$ cat config.mk
export PLATFORM = sky130hd
export DESIGN_NAME = bist_march_seq
export DESIGN_NICKNAME = d
export VERILOG_FILES = /design/src/rtl/bist_march_seq.sv
export SDC_FILE = /design/constraint.sdc
export NUM_CORES = 1
export LEC_CHECK = 0
export CAP_MARGIN = 10
export CELL_PAD_IN_SITES_DETAIL_PLACEMENT = 0
export CELL_PAD_IN_SITES_GLOBAL_PLACEMENT = 1
export CORE_UTILIZATION = 34
export CTS_CLUSTER_SIZE = 16
export DETAILED_ROUTE_END_ITERATION = 6
export GPL_TIMING_DRIVEN = 1
export PLACE_DENSITY = 0.88
export SETUP_SLACK_MARGIN = 0.1
export SLEW_MARGIN = 20
export SYNTH_ARGS = -nofsm -noshare
export SYNTH_HDL_FRONTEND = slang
export SYNTH_SLANG_ARGS = --single-unit
$ cat constraint.sdc
create_clock -name clk -period 2.1 [get_ports clk]
set_input_delay 0.21 -clock clk [delete_from_list [all_inputs] [get_ports clk]]
set_output_delay 0.21 -clock clk [all_outputs]
set_load 0.05 [all_outputs]
$ cat src/rtl/bist_march_seq.sv
// March C- BIST sequencer for a single-port synchronous SRAM with registered strobes.
// Optional macro BIST_STOP_ON_FAIL_EN ends the test at the first mismatching read.
`timescale 1ns/1ps
module bist_march_seq #(
  parameter int ADDR_W = 4,
  parameter int DATA_W = 8
) (
  input  logic              clk,
  input  logic              rst,
  input  logic              start,
  output logic [ADDR_W-1:0] mem_addr,
  output logic [DATA_W-1:0] mem_wdata,
  output logic              mem_we,
  output logic              mem_re,
  input  logic [DATA_W-1:0] mem_rdata,
  output logic              busy,
  output logic              done,
  output logic              pass,
  output logic [ADDR_W-1:0] fail_addr,
  output logic [7:0]        fail_cnt
);

  localparam logic [ADDR_W-1:0] ADDR_MAX = '1;
  localparam logic [ADDR_W-1:0] ADDR_ONE = 1;

  typedef enum logic [3:0] {
    S_IDLE, S_M0, S_M1, S_M2, S_M3, S_M4, S_M5, S_CHECK, S_DONE
  } state_e;

  state_e              state_q, state_d;
  logic [ADDR_W-1:0]   addr_q, addr_d;
  logic                phase_q, phase_d;   // 1 = write phase of a read-write element
  logic                we_q, we_d, re_q, re_d;
  logic [DATA_W-1:0]   wdata_q, wdata_d;
  logic                rd_exp_q, rd_exp_d;
  logic                cmp_q, cmp_exp_q;
  logic [ADDR_W-1:0]   cmp_addr_q;
  logic                busy_q, done_q, pass_q;
  logic [ADDR_W-1:0]   fail_addr_q, fail_addr_d;
  logic [7:0]          fail_cnt_q, fail_cnt_d;
  logic                accept, last_addr, mismatch;

  function automatic logic is_rw(input state_e s);
    return s inside {S_M1, S_M2, S_M3, S_M4};
  endfunction

  function automatic logic is_down(input state_e s);
    return s inside {S_M3, S_M4};
  endfunction

  // Background read by each element: r1 in M2/M4, r0 elsewhere; writes are the inverse.
  function automatic logic read_bg(input state_e s);
    return s inside {S_M2, S_M4};
  endfunction

  function automatic logic write_bg(input state_e s);
    return s inside {S_M1, S_M3};
  endfunction

  function automatic state_e next_elem(input state_e s);
    case (s)
      S_M1:    return S_M2;
      S_M2:    return S_M3;
      S_M3:    return S_M4;
      default: return S_M5;
    endcase
  endfunction

  assign accept    = (state_q == S_IDLE || state_q == S_DONE) && start;
  assign last_addr = is_down(state_q) ? (addr_q == '0) : (addr_q == ADDR_MAX);

  // The read issued last cycle is compared against its background this cycle.
  assign mismatch   = cmp_q && (mem_rdata != {DATA_W{cmp_exp_q}});
  assign fail_cnt_d  = (mismatch && fail_cnt_q != 8'hFF) ? fail_cnt_q + 8'd1 : fail_cnt_q;
  assign fail_addr_d = (mismatch && fail_cnt_q == 8'd0) ? cmp_addr_q : fail_addr_q;

`ifdef BIST_STOP_ON_FAIL_EN
  logic stop_now;
  assign stop_now = mismatch;
  assign mem_we   = we_q && !stop_now;
  assign mem_re   = re_q && !stop_now;
`else
  assign mem_we   = we_q;
  assign mem_re   = re_q;
`endif

  always_comb begin
    // NOTE: every signal gets a default first so no path through the case infers a latch.
    state_d = state_q;
    addr_d  = addr_q;
    phase_d = 1'b0;
    case (state_q)
      S_IDLE, S_DONE: begin
        if (start) begin
          state_d = S_M0;
          addr_d  = '0;
        end
      end
      S_M0: begin
        if (addr_q == ADDR_MAX) begin
          state_d = S_M1;
          addr_d  = '0;
        end else begin
          addr_d = addr_q + ADDR_ONE;
        end
      end
      S_M1, S_M2, S_M3, S_M4: begin
        if (!phase_q) begin
          phase_d = 1'b1;
        end else if (last_addr) begin
          state_d = next_elem(state_q);
          addr_d  = is_down(state_d) ? ADDR_MAX : '0;
        end else begin
          addr_d = is_down(state_q) ? addr_q - ADDR_ONE : addr_q + ADDR_ONE;
        end
      end
      S_M5: begin
        if (addr_q == ADDR_MAX) begin
          state_d = S_CHECK;
          addr_d  = '0;
        end else begin
          addr_d = addr_q + ADDR_ONE;
        end
      end
      S_CHECK: state_d = S_DONE;
      default: state_d = S_IDLE;
    endcase
`ifdef BIST_STOP_ON_FAIL_EN
    if (stop_now) begin
      state_d = S_DONE;
      addr_d  = '0;
      phase_d = 1'b0;
    end
`endif
    we_d     = (state_d == S_M0) || (is_rw(state_d) && phase_d);
    re_d     = (state_d == S_M5) || (is_rw(state_d) && !phase_d);
    wdata_d  = (we_d && write_bg(state_d)) ? '1 : '0;
    rd_exp_d = read_bg(state_d);
  end

  // NOTE: state is updated with non-blocking assignments so every register samples pre-edge values.
  always_ff @(posedge clk) begin
    if (rst) begin
      state_q     <= S_IDLE;
      addr_q      <= '0;
      phase_q     <= 1'b0;
      we_q        <= 1'b0;
      re_q        <= 1'b0;
      wdata_q     <= '0;
      rd_exp_q    <= 1'b0;
      cmp_q       <= 1'b0;
      cmp_exp_q   <= 1'b0;
      cmp_addr_q  <= '0;
      busy_q      <= 1'b0;
      done_q      <= 1'b0;
      pass_q      <= 1'b0;
      fail_addr_q <= '0;
      fail_cnt_q  <= '0;
    end else begin
      state_q    <= state_d;
      addr_q     <= addr_d;
      phase_q    <= phase_d;
      we_q       <= we_d;
      re_q       <= re_d;
      wdata_q    <= wdata_d;
      rd_exp_q   <= rd_exp_d;
      // Track the strobe actually presented, so a suppressed read is never compared.
      cmp_q      <= mem_re;
      cmp_exp_q  <= rd_exp_q;
      cmp_addr_q <= addr_q;
      if (accept) begin
        busy_q      <= 1'b1;
        done_q      <= 1'b0;
        pass_q      <= 1'b0;
        fail_addr_q <= '0;
        fail_cnt_q  <= '0;
      end else begin
        fail_addr_q <= fail_addr_d;
        fail_cnt_q  <= fail_cnt_d;
        if (state_d == S_DONE && state_q != S_DONE) begin
          busy_q <= 1'b0;
          done_q <= 1'b1;
          pass_q <= (fail_cnt_d == 8'd0);
        end
      end
    end
  end

  assign mem_addr  = addr_q;
  assign mem_wdata = wdata_q;
  assign busy      = busy_q;
  assign done      = done_q;
  assign pass      = pass_q;
  assign fail_addr = fail_addr_q;
  assign fail_cnt  = fail_cnt_q;

endmodule

==> results by group <==
Critical path
  • Largest stage delay on the critical path: 0.51 ns
  • Reg-to-Reg Start: mem_addr[1]$_SDFFE_PP0P_
  • Element type at the critical path start: register
  • Depth of the most critical reg-to-reg path: 8
  • Maximum fanout count along the critical path: 3
  • Critical path type: reg2reg
  • Capture instance of the worst register-to-register path: mem_re$_SDFF_PP0_
  • Cell chain of the critical path: inv_4 > ha_4 > or3b_4 > o32ai_2 > or4_4 > and3_4 > a2111oi_4 > a31o_1
  • Required arrival time at the worst endpoint: approximately 2.3 ns
  • R2R Setup Slk: between 0.08 and 0.09 ns
  • Worst Path Arrival: between 2 and 2.5 ns
  • Worst-path cell with the longest stage delay: or4_4
  • Sort of element at the end of the critical path: register

Drt
  • Violation count after the first detailed-route iteration: 73
  • Top layer used by detailed routing: met4
  • Remaining antenna violation count after routing: 0
  • Routed length per placed instance: 13.7 µm
  • Initial DRT Pass Iterations: 4
  • Vias: 1951
  • WL met1: ~2300 µm
  • Routed length on met3: 219 µm
  • Routed wire length: around 5100 µm
  • Via density per instance: 5.23
  • Metal2 WL: around 2500 µm
  • DRC violation count after routing: 0

Floorplanning
  • Io pins: 40
  • Die footprint: 6240 µm²
  • Core ar.: around 5600 µm²
  • Number of placement rows: 27
  • Die X-Extent: approximately 80 µm
  • Die Height: 79.0 µm
  • Initial Util: approximately 36%

Global routing
  • Largest net degree at the start of global routing: 22
  • Global-route total usage across every layer: approximately 17%
  • Wire length of the first global-routing pass: ~8400 µm
  • Vias in the first global route: approximately 1800
  • Initial antenna violation count: 0
  • Remaining global-route overflow: 0

Final layout
  • Most frequent cells in the layout: clkdlybuf4s50_1 (39), nor2_1 (31), dfxtp_1 (25), buf_4 (24)
  • Most common cell after layout, fill and taps aside: clkdlybuf4s50_1
  • Ant diodes: 0
  • Post-layout instance area: approximately 2800 µm²
  • Fill cell count: 557
  • Share of cells above drive strength 1: 21.9%
  • Final-stage net count: between 300 and 400
  • Synth-to-layout area growth: 38.9%

Synthesis
  • Post-synth EDFFs: 0
  • Summed instance area of the synthesized netlist: roughly 2000 µm²
  • Simple-gate share of the synthesized area: 27.5%
  • Number of distinct library cell variants in the gate-level netlist after synthesis: 53
  • Mux cell area share after synthesis: about 5.6%
  • Cell type with the largest total area after synthesis: dfxtp_1
  • Register bit total from synthesis: 34
  • Top flip-flop cell by instance count after synthesis: dfxtp_1
  • Count of yosys warnings during synthesis: 0
  • Area fraction of the dominant cell type after synthesis: 33.8%
  • Mean cell area of the mapped netlist: about 8.1 µm²
  • Synthesized-area fraction occupied by ao, oa, aoi and oai cells: between 10% and 20%
  • Post-Synthesis Net Count: between 200 and 300
  • Most area-consuming cells after synthesis: dfxtp_1 (34%), nor2_1 (5.8%), mux2i_1 (4.0%), a21oi_1 (3.2%), o21ai_0 (3.2%)
  • Arithmetic-cell share of the synthesized area counting full adders, half adders and majority gates: under 10%
  • Fraction of registers with async set/reset: 0%
  • Synth Instances: 250
  • Seq/Total Area, Yosys: around a third
  • Combinational family with the most area after synthesis: simple AND/OR/NAND/NOR gates
  • Parity-gate share of the synthesized area counting xor and xnor cells: 3.91%

Flow run
  • Max-Cap Viols: 0

Power and ir drop
  • Leakage: between 1 and 1.5 nW
  • Peak VDD IR: around 270 µV
  • Total power density per cell area: 563 nW/µm²

Placement
  • PortBufs: 39
  • Post-Place Setup Slack: between 0.02 and 0.03 ns
  • Routability congestion estimate from global placement: about 0.87
  • Half-perimeter wire length of the detailed placement result: 3600 µm
  • Placed inst area: 2570 µm²

STA
  • Maximum clock frequency: 495 MHz
  • Max-slew violation count: 0
  • Part of the cycle the worst path needs: between 90% and 100%
  • Total setup violations reported at the end of the flow: 0
  • Least setup slack across all paths after layout: around 0.081 ns
  • Final TNS setup: 0 ns
  • Final hold violation count: 0
  • Slew at the pin closest to its max-slew limit: just over 0.5 ns
  • Relative slew margins: between 60% and 70%
  • Clock period minus worst slack: slightly above 2 ns
  • Worst Clk Skew: between 0.01 and 0.015 ns
  • Unrepaired setup endpoints after global routing: yes

Min path
  • Min-Delay Endpoint: cmp_exp_q$_SDFF_PP0_
  • Hold Crit Class: reg2reg
  • Start point of the worst hold path: rd_exp_q$_SDFF_PP0_
  • Instance count along the most critical hold path: 1

CTS
  • Number of buffers added to fix hold violations after cts: 0
  • CTS root buf: clkbuf_8
  • Sinks on the clock net: 34
  • Clock transition time at the flip-flop clock pins of the worst setup and hold paths: roughly 0.080 ns
  • TritonCTS clock tree: done
  • Num CTS Buffers: 5
  • Clock Latency Late Sink: between 0.2 and 0.3 ns
  • Max H-tree Level: 2
  • CTS max path bufs: 2

Status
  • Run status: finished clean
## what timing repair did
action | 4_1_cts | 5_1_grt
setup endpoints to repair | 2 | 7
setup buffers | 3 | 3
resized for setup | 1 | 8
pin swaps | 0 | 3
## metrics by stage
step / util, % / power (W) / instances / hold WS, ns
final: 49.9 / 0.00158 / 373 / 0.443
after CTS: 48.9 / 0.00158 / 370 / 0.448
after detailed placement: 45.9 / 0.000841 / 359 / 0.436
after global placement: 45.9 / 0.000838 / 359 / 0.434
after floorplan: - / 0.000779 / 250 / 0.414
after global routing: 49.9 / 0.00163 / 373 / 0.463
## worst max path at each step
stage / start / endpoint / slack [ns] / cells past startpoint
after floorplan: mem_addr[1]$_SDFFE_PP0P_ / mem_re$_SDFF_PP0_ / 0.1 / 8
after global placement: mem_rdata[5] / pass$_SDFFE_PP0P_ / 0.09 / 7
after detailed placement: mem_rdata[4] / pass$_SDFFE_PP0P_ / 0.03 / 7
after CTS: mem_addr[1]$_SDFFE_PP0P_ / mem_re$_SDFF_PP0_ / 0.09 / 8
after global routing: state_q[2]$_SDFF_PP0_ / pass$_SDFFE_PP0P_ / 0.02 / 7
final: mem_addr[1]$_SDFFE_PP0P_ / mem_re$_SDFF_PP0_ / 0.08 / 8
## worst max-delay path: cells and delay by family, from the launching register on
kind | cells | cell delay (ns)
DFF | 1 | 0.39
adders and majority gates | 1 | 0.15
buffers and inverters | 1 | 0.04
AOI/OAI and AO/OA | 3 | 0.41
and+or+nand+nor | 3 | 0.96
## kinds of logic (layout without fill, tap and decap cells)
group                      after synthesis  count (layout)
DFF                                     34              34
xor gates and xnor gates                 9               9
muxes                                   11              11
AOI/OAI and AO/OA                       52              52
buffers and inverters                   34              85
adders and majority gates                4               4
and+or+nand+nor                        106             106
## layout make-up
class	instances	area, µm²	share of cell area, %
Clock buffer	5	68.8	2.46
Sequential cell	34	704	25.2
Inverter	14	57.6	2.06
Timing Repair Buffer	63	571	20.4
Multi-Input combinational cell	182	1240	44.3
Clock inverter	3	68.8	2.46
Tap cell	72	90.1	3.22
## sequential cells by signal, summed over array words and instances, names as in the netlist, 4 cells and up
signal and cells:
mem_addr 4, fail_cnt 8, state_q 4, fail_addr 4, cmp_addr_q 4
## metal layers
layer	vias up	GRT usage [%]
met3	10	3.79
li1	979	-
met4	0	5.09
met5	-	0
met2	42	28.9
met1	920	21.1
## Yosys cell counts (6+ instances only)
library cell  number
o21ai_0           13
nand2_1           14
a21oi_1           13
nor2b_1            7
xnor2_1            7
inv_1             14
mux2i_1            8
buf_4              7
nor2_1            31
dfxtp_1           34
nand3_1            6
clkbuf_1           7
nor3_1            11
## report_power, final
group / internal [W] / switching, W
sequential: 0.000651 / 0.00000991
combinational: 0.0000853 / 0.0000995
clock: 0.000476 / 0.000256
total: 0.00121 / 0.000366
Note: power is estimated with default switching activity, not from simulation.
